File: src/rtl/spm_pkg.sv
// Shared types and helpers for the serial-parallel multiplier driver.
package spm_pkg;

    typedef enum logic [2:0] {
        IDLE,
        CLEAR,
        SHIFT,
        DRAIN,
        DONE
    } spm_drv_state_t;

    // Wide enough to hold 2*SIZE, so a full product's worth of bits can be counted.
    function automatic int spm_cnt_w(input int size);
        return $clog2(2 * size + 1);
    endfunction

endpackage

File: src/rtl/spm_sipo_capture.sv
// Serial-in parallel-out product register: collects 2*SIZE chain bits LSB-first,
// starting CHAIN_LAT cycles after the first multiplier bit enters the chain.
module spm_sipo_capture #(
    parameter int SIZE      = 32,
    parameter int CHAIN_LAT = 1
) (
    input  logic              clk,
    input  logic              rst,
    input  logic              start,
    input  logic              p_i,
    output logic [2*SIZE-1:0] prod,
    output logic              last,
    output logic              full
);
    import spm_pkg::*;

    localparam int CNT_W = spm_cnt_w(SIZE);

    logic [CHAIN_LAT:0] arm;
    logic               active;
    logic               cap_en;
    logic [CNT_W-1:0]   cap_cnt;

    // start marks the clear cycle, so arm[0] lines up with the first shifted y bit.
    assign cap_en = arm[CHAIN_LAT] || active;
    assign last   = cap_en && (cap_cnt == CNT_W'(2 * SIZE - 1));

    always_ff @(posedge clk) begin
        if (rst) begin
            arm     <= '0;
            active  <= 1'b0;
            cap_cnt <= '0;
            prod    <= '0;
            full    <= 1'b0;
        end else begin
            arm[0] <= start;
            for (int i = 1; i <= CHAIN_LAT; i++) begin
                arm[i] <= arm[i-1];
            end
            if (start) begin
                full <= 1'b0;
            end else if (last) begin
                full <= 1'b1;
            end
            if (cap_en) begin
                prod    <= {p_i, prod[2*SIZE-1:1]};
                cap_cnt <= last ? '0 : cap_cnt + 1'b1;
                active  <= !last;
            end
        end
    end

endmodule

File: src/rtl/spm_serial_driver.sv
// Front/back end for the spm carry-save chain: parallel multiplicand, serial
// sign-extended multiplier, serial product collected into a 2*SIZE-bit result.
module spm_serial_driver #(
    parameter int SIZE      = 32,
    parameter int CHAIN_LAT = 1,
    parameter bit SIGNED    = 1'b1
) (
    input  logic              clk,
    input  logic              rst,
    input  logic              in_valid,
    output logic              in_ready,
    input  logic [SIZE-1:0]   mc,
    input  logic [SIZE-1:0]   mp,
    output logic [SIZE-1:0]   x_o,
    output logic              y_o,
    output logic              chain_clr,
    input  logic              p_i,
    output logic              out_valid,
    input  logic              out_ready,
    output logic [2*SIZE-1:0] prod
);
    import spm_pkg::*;

    localparam int CNT_W = spm_cnt_w(SIZE);

    spm_drv_state_t   state;
    spm_drv_state_t   state_n;
    logic [SIZE-1:0]  mpr;
    logic [CNT_W-1:0] cnt;
    logic             accept;
    logic             fill;
    logic             shift_last;
    logic             cap_last;
    logic             cap_full;

    assign accept     = in_valid && in_ready;
    assign fill       = SIGNED ? mpr[SIZE-1] : 1'b0;
    assign shift_last = (cnt == CNT_W'(2 * SIZE - 1));

    always_ff @(posedge clk) begin
        if (rst) begin
            state <= IDLE;
        end else begin
            state <= state_n;
        end
    end

    // Completion is driven by the capture side, so DRAIN naturally vanishes when CHAIN_LAT=0.
    always_comb begin
        state_n   = state;
        in_ready  = 1'b0;
        chain_clr = 1'b0;
        y_o       = 1'b0;
        out_valid = 1'b0;
        case (state)
            IDLE: begin
                in_ready = 1'b1;
                if (in_valid) begin
                    state_n = CLEAR;
                end
            end
            CLEAR: begin
                chain_clr = 1'b1;
                state_n   = SHIFT;
            end
            SHIFT: begin
                y_o = mpr[0];
                if (cap_last) begin
                    state_n = DONE;
                end else if (shift_last) begin
                    state_n = DRAIN;
                end
            end
            DRAIN: begin
                y_o = mpr[0];
                if (cap_last) begin
                    state_n = DONE;
                end
            end
            DONE: begin
                out_valid = cap_full;
                if (cap_full && out_ready) begin
                    state_n = IDLE;
                end
            end
            default: begin
                state_n = IDLE;
            end
        endcase
    end

    // After 2*SIZE shifts mpr is all extension bits, which DRAIN keeps feeding the chain.
    always_ff @(posedge clk) begin
        if (rst) begin
            x_o <= '0;
            mpr <= '0;
            cnt <= '0;
        end else begin
            if (accept) begin
                x_o <= mc;
                mpr <= mp;
            end
            if (state == CLEAR) begin
                cnt <= '0;
            end else if (state == SHIFT) begin
                mpr <= {fill, mpr[SIZE-1:1]};
                cnt <= cnt + 1'b1;
            end
        end
    end

    spm_sipo_capture #(
        .SIZE      (SIZE),
        .CHAIN_LAT (CHAIN_LAT)
    ) u_capture (
        .clk   (clk),
        .rst   (rst),
        .start (chain_clr),
        .p_i   (p_i),
        .prod  (prod),
        .last  (cap_last),
        .full  (cap_full)
    );

endmodule

File: config.mk
export PLATFORM = sky130hd
export DESIGN_NAME = spm_serial_driver
export DESIGN_NICKNAME = d
export VERILOG_FILES = /design/src/rtl/spm_pkg.sv /design/src/rtl/spm_sipo_capture.sv /design/src/rtl/spm_serial_driver.sv
export SDC_FILE = /design/constraint.sdc
export NUM_CORES = 1
export LEC_CHECK = 0
export CELL_PAD_IN_SITES_DETAIL_PLACEMENT = 2
export CELL_PAD_IN_SITES_GLOBAL_PLACEMENT = 2
export CORE_UTILIZATION = 26
export DETAILED_ROUTE_END_ITERATION = 6
export PLACE_DENSITY_LB_ADDON = 0.1
export SYNTH_ARGS = -nofsm -noshare
export SYNTH_HDL_FRONTEND = slang
export SYNTH_SLANG_ARGS = --single-unit
File: constraint.sdc
create_clock -name clk -period 1.9 [get_ports clk]
set_input_delay 0.57 -clock clk [delete_from_list [all_inputs] [get_ports clk]]
set_output_delay 0.57 -clock clk [all_outputs]
set_load 0.1 [all_outputs]
==> results of run 1 <==
## metrics by stage
step / cells / worst slack (ns) / total power (uW) / TNS, ns
3_5_place_dp: 1113 / -0.412 / 4850 / -24.01
4_1_cts: 1148 / -0.168 / 8310 / -0.485
6_report: 1150 / -0.144 / 8170 / -0.312
2_1_floorplan: 701 / 0.0147 / 4200 / 0
5_1_grt: 1150 / -0.200 / 8530 / -0.615
3_3_place_gp: 1113 / -0.385 / 4790 / -23.10
## routing by layer
layer	GRT usage, %	vias to the layer above	share of wire, %
met5	0	-	0
met4	7.22	0	2.2
met3	6.60	24	6.9
met2	32.8	126	51
met1	19.0	2704	40
li1	-	2672	-
## synthesized netlist by cell type
cell type	n	share of area (%)
and2_1	1	0.11
buf_1	3	0.20
clkbuf_1	33	2.2
nor4b_1	1	0.16
o211ai_1	1	0.14
or3b_4	1	0.20
and3_1	1	0.11
buf_2	16	1.5
nor2b_1	2	0.23
and4b_1	1	0.18
or3_1	4	0.45
a41o_1	1	0.18
xor2_1	2	0.32
a21oi_1	107	9.7
nor3_1	64	5.8
dfxtp_1	149	54
a41oi_1	1	0.16
nand2_1	204	14
a211oi_1	1	0.14
a311oi_1	1	0.16
nand3_1	7	0.64
or2_2	1	0.11
inv_1	4	0.27
a2111oi_0	1	0.16
o31ai_1	3	0.41
nand4b_1	1	0.16
o21ai_0	37	3.4
or4_1	2	0.27
clkbuf_2	1	0.091
o211a_1	2	0.36
nor3b_2	1	0.23
or4b_1	1	0.18
ha_1	2	0.45
o2111ai_1	1	0.16
or3b_2	1	0.16
nor2_1	40	2.7
xnor2_1	1	0.16
a211o_1	1	0.16
## flip-flops by register name, indices dropped and copies added (netlist names)
name               flops
state                  3
u_capture.full         1
mpr                   32
u_capture.arm          2
u_capture.cap_cnt      7
u_capture.prod        64
cnt                    7
u_capture.active       1
x_o                   32
## worst max-delay path, cell delays in order (launching register included)
cell        delay [ns]
dfxtp_4           0.37
or3b_4            0.41
clkinvlp_4        0.10
buf_12            0.17
## worst paths after layout
check	from	endpoint	slack (ns)
hold reg to reg	u_capture.arm[0]	u_capture.arm[1]	0.46
hold / removal	rst	state[1]	0.37
setup / recovery	state[1]	chain_clr	-0.14
setup reg to reg	state[2]	mpr[0]	0.15
## final cells by class
type	count	share of cell area (%)
multi-input combinational	495	25.2
timing repair buffer	200	32.5
clock inverter	13	1.60
sequential	149	32.1
clock buffer	19	4.75
tap	270	3.63
inverter	4	0.201
## placed cells by master (no fill, tap or decap), drive strengths merged, types with 5 or more instances in the layout
cell / count
buf: 133
clkbuf: 19
o21ai: 37
clkinv: 5
nor3: 64
dfxtp: 149
inv: 6
nand3: 7
clkdlybuf4s50: 67
nand2: 204
a21oi: 107
nor2: 40
## cells by family after synthesis
kind of cell	Yosys count	synth area share [%]
flops	149	54.1
xor+xnor	3	0.477
fa+ha+maj	2	0.454
buf+inv	57	4.27
compound gates	157	15.1
simple gates	333	25.6
## repair_timing
action | 4_1_cts | 5_1_grt
pin swaps | 2 | 2
gates resized for setup | 10 | 4
buffers inserted | 3 | 2
hold buffers | 0 | 0
setup endpoints to repair | 4 | 8
## where the power goes
| group | internal (uW) | switching [uW] |
|---|---|---|
| registers | 3270 | 110 |
| logic | 566 | 838 |
| clock network | 1990 | 1400 |
| total | 5820 | 2350 |
==> metrics.md, run 1 <==
| Metric | Value |
|---|---|
| R2R cell count | `5` |
| Worst path required time | `around 1.3 ns` |
| Crit start category | `flop` |
| Initial Utilization | `~27%` |
| Drt total wl | `between 15 and 20 mm` |
| Achievable frequency | `489 MHz` |
| Clk Latency, worst-skew pair | `~0.42 ns` |
| Maximum VDD drop | `approximately 0.00059 V` |
| CP arrival | `roughly 1.5 ns` |
| Via-to-Cell Ratio | `4.81` |
| Crit. End Element | `output port` |
| P_leak | `approximately 0.0034 uW` |
| Initial antenna violation count | `0` |
| Die H | `~150 um` |
| Worst-Margin Slew | `roughly 0.63 ns` |
| Synth Warn # | `0` |
| Num rows | `52` |
| Final Instance Area | `0.00932 sq mm` |
| Area growth, synth to finish | `69.0%` |
| Final antenna-violating net count | `0` |
| Filler cell count | `between 2000 and 2500` |
| Slew margin rel. | `between 50% and 60%` |
| Hold Path Class | `primary input to flop` |
| Fin. max-slew vios | `0` |
| DP Area | `0.00865 sq mm` |
| Router iterations before antenna repair | `4` |
| Area of the multi-input gates | `0.00235 sq mm` |
| Worst Hold Depth | `2` |
| Final net count | `roughly 940` |
| Share of layout cells above drive strength 1 | `between 20% and 30%` |
| GPL Wtd Cong | `about 0.75` |
| Status | `finished with violations` |
| Power per cell area | `877 mW/mm^2` |
| Clk sinks | `149` |
| Minimum clock period after layout | `roughly 2.0 ns` |
| Pin count of the biggest net entering global routing | `just under 70` |
| FF/Latch Area | `between 0.002 and 0.003 sq mm` |
| Critical path class | `flop to output port` |
| Final core occ | `45.5%` |
| Violated checks | `negative setup slack` |
| Vias | `between 5000 and 6000` |
| DRC Markers | `0` |
| Starting DRT DRC Count | `~110` |
| Final worst setup slack | `-0.144 ns` |
| Post-Route Skew | `around 0.008 ns` |
| Maximum fanout along the worst path | `7` |
| Vias in the first global route | `between 6000 and 7000` |
| Root buf cell | `clkbuf_16` |
| H-tree Lvls | `4` |
| Syn avg cell area | `~7.9 sq um` |
| Remaining global-route overflow | `0` |
| CTS max path bufs | `2` |
| Diodes inserted | `0` |
| Syn_nets | `~770` |
| Core area | `just over 0.02 sq mm` |
| Synthesized instance count | `between 700 and 800` |
| Clk pin slew, worst setup/hold paths | `about 0.06 ns` |
| CTS buffer count | `17` |
| Avg WL per Cell | `between 15 and 20 um` |
| Die Width | `148 um` |
| Post-synthesis cell area | `0.00551 sq mm` |
| HPWL Detailed | `around 13 mm` |
| Yosys reg bits | `about 150` |
| Sequential share of the synthesized area | `a little over half` |
| CTS tree | `built` |
| Hold Worst Slack | `around 0.37 ns` |
| RSZ-0062 raised after global routing | `yes` |
| # IOs | `between 150 and 200` |
| Port Buffers | `~170` |
| Period utilisation layout | `108%` |
| Max-Cap Viols | `0` |
| Final setup violating endpoints | `4` |
| Final hold vios | `0` |
| Unique masters post-synth | `38` |
| GRT Resource Usage Total | `a little under a fifth` |
| Global-route wire length before repair | `between 30 and 40 mm` |
| Die Area | `roughly 0.022 sq mm` |
No activity file was read; power rests on OpenSTA's default activity.
==> run 2, diff against run 1 <==
--- a/config.mk
+++ b/config.mk
@@ -8,6 +8,7 @@
 export CELL_PAD_IN_SITES_DETAIL_PLACEMENT = 2
 export CELL_PAD_IN_SITES_GLOBAL_PLACEMENT = 2
 export CORE_UTILIZATION = 26
+export CTS_CLUSTER_DIAMETER = 150
 export DETAILED_ROUTE_END_ITERATION = 6
 export PLACE_DENSITY_LB_ADDON = 0.1
 export SYNTH_ARGS = -nofsm -noshare
==> results of run 2 <==
Same layout as run 1: the final DEF is identical, and so are final timing and power.
==> run 3, diff against run 2 <==
--- a/config.mk
+++ b/config.mk
@@ -11,6 +11,7 @@
 export CTS_CLUSTER_DIAMETER = 150
 export DETAILED_ROUTE_END_ITERATION = 6
 export PLACE_DENSITY_LB_ADDON = 0.1
+export SLEW_MARGIN = 20
 export SYNTH_ARGS = -nofsm -noshare
 export SYNTH_HDL_FRONTEND = slang
 export SYNTH_SLANG_ARGS = --single-unit
==> results of run 3 <==
Same layout as run 1: the final DEF is identical, and so are final timing and power.
